File: src/rtl/fetch_unit.sv
// fetch_unit: in-order instruction fetch with PC tag queue, packet FIFO and redirect flush.
// Ports: clk/rst, imem req/addr/ready/rvalid/rdata, i_redirect/_pc, i_stall, o_if_pkt_data/_valid.
`timescale 1ns/1ps
module fetch_unit #(
  parameter logic [31:0] RESET_PC   = 32'h0000_0000,
  parameter int          FIFO_DEPTH = 2
) (
  input  logic        clk,
  input  logic        rst,
  output logic        o_imem_req,
  output logic [31:0] o_imem_addr,
  input  logic        i_imem_ready,
  input  logic        i_imem_rvalid,
  input  logic [31:0] i_imem_rdata,
  input  logic        i_redirect,
  input  logic [31:0] i_redirect_pc,
  input  logic        i_stall,
  output logic [63:0] o_if_pkt_data,
  output logic        o_if_pkt_valid
);
  localparam int PW = $clog2(FIFO_DEPTH);
  localparam int CW = PW + 1;
  localparam logic [CW:0] DEPTH = (CW+1)'(FIFO_DEPTH);

  localparam logic [1:0] S_BOOT  = 2'd0;
  localparam logic [1:0] S_RUN   = 2'd1;
  localparam logic [1:0] S_FLUSH = 2'd2;

  logic [1:0]    r_state;
  logic [31:0]   r_pc;
  logic [CW-1:0] r_out;
  logic [CW-1:0] r_disc;
  logic [CW-1:0] r_cnt;
  logic [31:0]   r_tag [FIFO_DEPTH];
  logic [PW-1:0] r_tag_wp;
  logic [PW-1:0] r_tag_rp;
  logic [63:0]   r_buf [FIFO_DEPTH];
  logic [PW-1:0] r_wp;
  logic [PW-1:0] r_rp;

  logic          w_pop;
  logic          w_req;
  logic          w_acc;
  logic          w_rv;
  logic          w_drop;
  logic          w_push;
  logic [CW:0]   w_used;
  logic [CW-1:0] w_disc_nxt;
  logic [1:0]    w_state_nxt;
  logic          w_unused;

  assign w_unused = ^i_redirect_pc[1:0];

  assign w_pop = (r_cnt != '0) && !i_stall;

  // A head leaving this cycle frees its slot for a new request,
  // which keeps one packet per cycle with single-cycle memory.
  assign w_used = {1'b0, r_out} + {1'b0, r_cnt}
                - {{CW{1'b0}}, w_pop};

  assign w_req = (r_state == S_RUN) && !i_redirect
               && (w_used < DEPTH);
  assign w_acc = w_req && i_imem_ready;

  // Responses with nothing outstanding are stray and ignored.
  assign w_rv   = i_imem_rvalid && (r_out != '0);
  assign w_drop = w_rv && (i_redirect || (r_disc != '0));
  assign w_push = w_rv && !w_drop;

  // A response landing in the redirect cycle is dropped now,
  // so it is not counted again for discard.
  always_comb begin
    w_disc_nxt = r_disc;
    if (i_redirect && (r_state != S_FLUSH))
      w_disc_nxt = r_out - CW'(w_rv);
    else if (w_rv && (r_disc != '0))
      w_disc_nxt = r_disc - CW'(1);
  end

  always_comb begin
    w_state_nxt = r_state;
    case (r_state)
      S_BOOT:  w_state_nxt = S_RUN;
      S_RUN:   if (i_redirect && (w_disc_nxt != '0))
                 w_state_nxt = S_FLUSH;
      S_FLUSH: if (w_disc_nxt == '0)
                 w_state_nxt = S_RUN;
      default: w_state_nxt = S_BOOT;
    endcase
  end

  always_ff @(posedge clk or posedge rst) begin
    if (rst) begin
      r_state  <= S_BOOT;
      r_pc     <= {RESET_PC[31:2], 2'b00};
      r_out    <= '0;
      r_disc   <= '0;
      r_cnt    <= '0;
      r_tag_wp <= '0;
      r_tag_rp <= '0;
      r_wp     <= '0;
      r_rp     <= '0;
    end else begin
      r_state <= w_state_nxt;
      r_disc  <= w_disc_nxt;
      r_out   <= r_out + CW'(w_acc) - CW'(w_rv);
      if (i_redirect)
        r_pc <= {i_redirect_pc[31:2], 2'b00};
      else if (w_acc)
        r_pc <= r_pc + 32'd4;
      if (w_acc)
        r_tag_wp <= r_tag_wp + PW'(1);
      if (w_rv)
        r_tag_rp <= r_tag_rp + PW'(1);
      // Flush wins over a same-cycle pop; that head counts as taken.
      if (i_redirect) begin
        r_cnt <= '0;
        r_wp  <= '0;
        r_rp  <= '0;
      end else begin
        if (w_push)
          r_wp <= r_wp + PW'(1);
        if (w_pop)
          r_rp <= r_rp + PW'(1);
        r_cnt <= r_cnt + CW'(w_push) - CW'(w_pop);
      end
    end
  end

  always_ff @(posedge clk) begin
    if (w_acc)
      r_tag[r_tag_wp] <= r_pc;
    if (w_push)
      r_buf[r_wp] <= {r_tag[r_tag_rp], i_imem_rdata};
  end

  assign o_imem_req     = w_req;
  assign o_imem_addr    = r_pc;
  assign o_if_pkt_valid = (r_cnt != '0);
  assign o_if_pkt_data  = o_if_pkt_valid ? r_buf[r_rp] : 64'h0;

endmodule

File: config.mk
export PLATFORM = sky130hd
export DESIGN_NAME = fetch_unit
export DESIGN_NICKNAME = d
export VERILOG_FILES = /design/src/rtl/fetch_unit.sv
export SDC_FILE = /design/constraint.sdc
export NUM_CORES = 1
export LEC_CHECK = 0
export BUFFER_PORTS_ARGS = -buffer_cell sky130_fd_sc_hd__clkbuf_2
export CAP_MARGIN = 15
export CORE_MARGIN = 3
export CORE_UTILIZATION = 30
export DETAILED_ROUTE_END_ITERATION = 12
export GPL_ROUTABILITY_DRIVEN = 0
export PLACE_DENSITY = 0.49
export SLEW_MARGIN = 25
export SYNTH_ARGS = -nofsm -noshare
export SYNTH_HDL_FRONTEND = slang
export SYNTH_SLANG_ARGS = --single-unit
export TNS_END_PERCENT = 5
File: constraint.sdc
create_clock -name clk -period 5.49 [get_ports clk]
set_clock_uncertainty 0.05 [all_clocks]
set_input_delay 0.2745 -clock clk [delete_from_list [all_inputs] [get_ports clk]]
set_output_delay 0.2745 -clock clk [all_outputs]
set_load 0.005 [all_outputs]
# Word level (Yosys, flattened, before mapping)
# Memory sizes are Yosys's and may differ from the RTL's.
# Cells that the tools add are included.
[totals]
ram_bits = 192
mem_count = 2
regBits = 44
out_inout_bits = 98
word_cells = 71
[memory_table]
columns = ["name", "depth", "width", "rd", "rd_ports_with_merged_regs", "write_ports", "line", "rtl"]
rows = [
  ["r_buf", 2, 64, 1, 0, 1, "37", "logic [63:0] r_buf [FIFO_DEPTH];"],
  ["r_tag", 2, 32, 1, 0, 1, "34", "logic [31:0] r_tag [FIFO_DEPTH];"],
]
[op_classes]
eq_ne = 5
magnitude_cmp = 1
mux = 17
reduce_logical = 24
addsub = 13
[ops]
columns = ["cell", "n"]
rows = [
  ["$mux 32", 2],
  ["$mux 64", 1],
  ["$add 32x3->32 const B", 1],
  ["$reduce_bool 2->1", 7],
  ["$logic_and 1x1->1", 10],
  ["$mux 2", 5],
  ["$mux 1", 8],
  ["$pmux 2 s3", 1],
  ["$sub 2x1->2", 3],
  ["$add 1x1->1 const B", 4],
  ["$add 2x1->2", 2],
  ["$logic_not 2->1", 2],
  ["$ne 2x2->1 const B", 2],
  ["$add 2x2->3", 1],
  ["$logic_not 1->1", 3],
  ["$lt 3x2->1 const B", 1],
  ["$sub 3x1->3", 1],
  ["$eq 2x1->1 const B", 1],
  ["$eq 2x2->1 const B", 1],
  ["$ne 2x1->1 const B", 1],
  ["$reduce_and 2->1", 1],
  ["$sub 2x1->2 const B", 1],
  ["$logic_or 1x1->1", 1],
]

# Logic depth before layout (Yosys ltp)
[depth]
word_depth = 9
ltp_mapped = 14
ltp_nobuf = 12

# Worst setup path before layout
# No wires, ideal clock.
[synth_path]
kind = "flip-flop to flip-flop"
startpoint = "reg r_out[1]"
endpoint = "mem r_buf[0][0], enable pin"
setup_time_ns = 0.482
path_stages_with_launch = 6
arrival_time_ns = 3.635
n_path_buf = 0
period_less_slack_ns = 4.167
setup_slack_ns = 1.323
cell_sequence = "dfrtp_1 > o21ai_0 > inv_1 > nand2_1 > or2_2 > nor2_1"
[synth_via]
elab_chain_len = 7
[synth_lines]
columns = ["element", "line", "rtl"]
rows = [
  ["start, declared", "31", "logic [CW-1:0] r_out;"],
  ["start signal, assigned", "106", "r_out <= r_out + CW'(w_acc) - CW'(w_rv);"],
  ["$reduce_bool 2->1 *", "66", "assign w_rv = i_imem_rvalid && (r_out != '0);"],
  ["$logic_and 1x1->1 *", "66", ""],
  ["net w_rv", "44", "logic w_rv;"],
  ["$logic_and 1x1->1", "67", "assign w_drop = w_rv && (i_redirect || (r_disc != '0));"],
  ["$logic_not 1->1", "68", "assign w_push = w_rv && !w_drop;"],
  ["$logic_and 1x1->1 *", "68", ""],
  ["$mux 1 *", "133", "if (w_push)"],
  ["$mux 1 (not written as such) *", "134", "r_buf[r_wp] <= {r_tag[r_tag_rp], i_imem_rdata};"],
  ["end, declared", "37", ""],
]
# The timed path passes the listed nets; every way through them passes the cells marked *.

# Final worst setup path
[layout_path]
startpoint = "reg r_cnt[1]"
endpoint = "mem r_tag[0][10], enable pin"
[layout_via]
elab_chain_len = 8
[layout_lines]
columns = ["element", "line", "rtl"]
rows = [
  ["start, declared", "33", "logic [CW-1:0] r_cnt;"],
  ["start signal, assigned", "125", "r_cnt <= r_cnt + CW'(w_push) - CW'(w_pop);"],
  ["branches (longest 2 deep; another with $add 2x2->3)", "n/a", ""],
  ["$sub 3x1->3 *", "59", "- {{CW{1'b0}}, w_pop};"],
  ["$lt 3x2->1 *", "62", "&& (w_used < DEPTH);"],
  ["$logic_and 1x1->1 *", "62", ""],
  ["$logic_and 1x1->1 *", "63", "assign w_acc = w_req && i_imem_ready;"],
  ["$mux 1 *", "131", "if (w_acc)"],
  ["$mux 1 (not written as such) *", "132", "r_tag[r_tag_wp] <= r_pc;"],
  ["end, declared", "34", ""],
]
# Every way passes the cells marked *.

==> impl_metrics.tcl <==
set metrics [dict create \
    synth_compound_gate_area_share_pct 4.425 \
    crit_path_start_kind "register" \
    cp_data_arrival_time_ps 3790 \
    synth.most_common_cell "edfxtp_1" \
    dieArea_um2 33260 \
    post_cts_buffers 0 \
    synth_top_area_cell "edfxtp_1" \
    cts-buffers-inserted 26 \
    powerDensity_nw_per_um2 428.4 \
    ant_nets 0 \
    start_util_pct 30.99 \
    finalWirelength_um 21850 \
    hp-start "i_stall" \
    synth-xor-area-share_pct 1.408 \
    row_count 63 \
    core_area_um2 30110 \
    cts_buffer_depth 3 \
    num-fill-cells 2873 \
    placed_cells 1178 \
    dpl.hpwl_um 13890 \
    post_drt_wl_per_cell_um 16.95 \
    cts_tree "built" \
    first_iter_violations 291 \
    nets 958 \
    cp_cell_sequence "inv_1 > nor3_1 > o21ai_0 > fa_1 > nor4bb_1 > and3_1 > inv_1 > nor2_4" \
    ys_types 49 \
    final_cells 1289 \
    synth_cells 646 \
    firstDrtPassIters 4 \
    cts_max_level 1 \
    die_x_um 182.4 \
    synth_top_cell_area_share_pct 59.21 \
    grt_pass1_wl_um 34550 \
    reg2reg_slack_ps 1790 \
    gr-total-overflow 0 \
    grt_max_degree 64 \
    grt_pass1_vias 6061 \
    fmax_ghz 0.2702 \
    cpMostUsedCell "inv_1" \
    clock-sinks 226 \
    clk_pin_slew_ps 60 \
    slowest_delay_ps 900 \
    antenna_found_initial 0 \
    tightest_slew_ps 970.7 \
    worstHoldEndpoint "r_rp" \
    grt_usage_pct 13.14 \
    syn_area_um2 9331 \
    period_minus_slack_ps 3701 \
    synthMuxAreaShare_pct 10.49 \
    yosysWarnings 0 \
    synth_fa_ha_area_share_pct 1.287 \
    ir_drop_mv 0.2218 \
    synth_edf_count 184 \
    yosysSeqAreaShare_pct 70.47 \
    ys_async_sr_fraction_pct 18.58 \
    reg2regPathDepth 8 \
    clk_latency_ps 520 \
    rsz0062_at_grt "false" \
    io_pins 168 \
    gr-usage-met2_pct 21.87 \
    cts_root_buf "clkbuf_16" \
    yosys.area_share.simple_pct 9.587 \
    drv_slew 0 \
    die_h_um 182.4 \
    hold_violations 0 \
    n_antenna_cell 0 \
    synth_common_cells "edfxtp_1 (184), nor2_1 (83), mux2i_1 (64)" \
    drc 0 \
    reg2reg_from "r_cnt[1]" \
    cp.required_ps 5580 \
    crit_path_end_kind "register" \
    busiest_layer "met2" \
    finalSetupViolCount 0 \
    cts_resized 0 \
    grt_use_met3_pct 2.452 \
    hp-class "input port to register" \
    synth-seq-cells 226 \
    status "finished, final reports clean" \
    maxCapViolCount 0 \
    path_class "register to register" \
    ys.flop_type "edfxtp_1" \
    viasPerCell 4.652 \
    r2r-end "r_tag[0][10]" \
    hold_path_depth 4 \
    leakagePower_nw 4.546 \
    synth_top_family_by_area "multiplexers" \
    port_buffers 161 \
    synthTopCellsByArea "edfxtp_1 (59%), dfrtp_1 (11%), mux2i_1 (6.9%)" \
    crit_slowest_cell "nor2_4" \
    path_max_fanout 30 \
    slew-limit-headroom_pct 35.14 \
    fin_tns_setup_ps 0 \
    drive_gt1_share_pct 28.36 \
    syn2layout_area_growth_pct 30.10 \
    finalCritPeriodShare_pct 67.42 \
    avgSynthCellArea_um2 14.44 \
    vias 5996 \
    grt_use_met1_pct 17.77 \
]
## layer usage
layer  part of all wire (%)  vias up  wire [um]
met4                    1.9        0        417
met2                     48      167      10560
met3                    6.0       32       1302
li1                       -     2854          -
met1                     44     2943       9561
met5                      0        -          0
## kinds of logic (layout without fill, tap and decap cells)
| kind of cell | count (synthesis) | after routing |
|---|---|---|
| AOI/OAI and AO/OA | 64 | 64 |
| xor gates and xnor gates | 15 | 15 |
| muxes | 94 | 94 |
| and+or+nand+nor | 186 | 186 |
| DFF | 226 | 226 |
| buffers and inverters | 51 | 301 |
| adders and majority gates | 9 | 9 |
| other | 1 | 4 |
## flip-flops by register name, summed over array words and instances, names as in the netlist
name / count
r_wp: 1
r_out: 2
r_tag: 60
r_rp: 1
r_buf: 124
r_state: 2
r_cnt: 2
r_tag_wp: 1
r_tag_rp: 1
o_imem_addr: 30
r_disc: 2
## area by class of cell
type                            instances  area [um^2]  share of cell area [%]
Timing Repair Buffer                  235         1519                   12.51
Multi-Input combinational cell        372         2585                   21.29
Sequential cell                       226         6580                   54.20
Inverter                               18        67.56                  0.5565
Clock inverter                         19        217.7                   1.793
Clock buffer                           29        683.2                   5.627
Tap cell                              390        488.0                   4.019
## critical path, delay by kind of cell (launching register included)
family                   cells  cell delay (ps)
flip-flops                   1              430
adder cells (fa/ha/maj)      1              520
buffers and inverters        2              460
AND/OR/NAND/NOR              4             1670
AO/OA/AOI/OAI                1              170
## power by group
part	internal (mW)	switching [mW]	leakage (nW)	total (mW)
sequential	2.11	0.187	2.18	2.30
combinational	0.514	0.593	1.93	1.11
clock	1.13	0.672	0.439	1.80
total	3.75	1.45	4.55	5.20
## cells in the final DEF, fill, tap and decap left out, drive strengths merged, types with 10 or more instances in the layout
| cell type | Yosys | layout |
|---|---|---|
| dfrtp | 42 | 42 |
| inv | 18 | 17 |
| mux2 | 30 | 30 |
| buf | 12 | 11 |
| clkinv | 0 | 13 |
| nand2 | 40 | 40 |
| edfxtp | 184 | 184 |
| xnor2 | 10 | 10 |
| o21ai | 26 | 26 |
| mux2i | 64 | 64 |
| nand4 | 14 | 14 |
| nand3 | 13 | 13 |
| clkbuf | 21 | 190 |
| o211ai | 10 | 10 |
| nor2 | 83 | 83 |
| dlygate4sd3 | 0 | 63 |
## worst max path at each step
| stage | startpoint | to | slack (ps) | cells past startpoint |
|---|---|---|---|---|
| 6_report | r_cnt[1] | r_tag[0][10] | 1790 | 8 |
| 5_1_grt | r_cnt[1] | r_tag[0][16] | 1390 | 8 |
| 4_1_cts | r_cnt[1] | r_tag[0][16] | 1740 | 8 |
| 3_5_place_dp | r_cnt[0] | r_tag[0][6] | 1790 | 7 |
| 3_3_place_gp | r_cnt[1] | r_tag[0][3] | 1820 | 8 |
| 2_1_floorplan | r_out[1] | r_buf[0][0] | 1320 | 5 |
## per-stage QoR
step / power, mW / utilization [%] / instance area (um^2) / setup WS [ps] / hold WS [ps]
2_1_floorplan: 2.998 / - / 9343 / 1323 / 323.4
3_3_place_gp: 3.423 / 35.22 / 10610 / 1816 / 388.3
3_5_place_dp: 3.438 / 35.22 / 10610 / 1786 / 400.6
4_1_cts: 5.293 / 40.31 / 12140 / 1739 / 57.02
5_1_grt: 5.494 / 40.32 / 12140 / 1392 / 71.17
6_report: 5.201 / 40.32 / 12140 / 1789 / 87.28
## repair_timing
action / in CTS / in global routing
hold buffers: 63 / 0
setup endpoints to repair: 0 / 0
endpoints found under the hold margin: 136 / 0
Note: power is estimated with default switching activity, not from simulation.
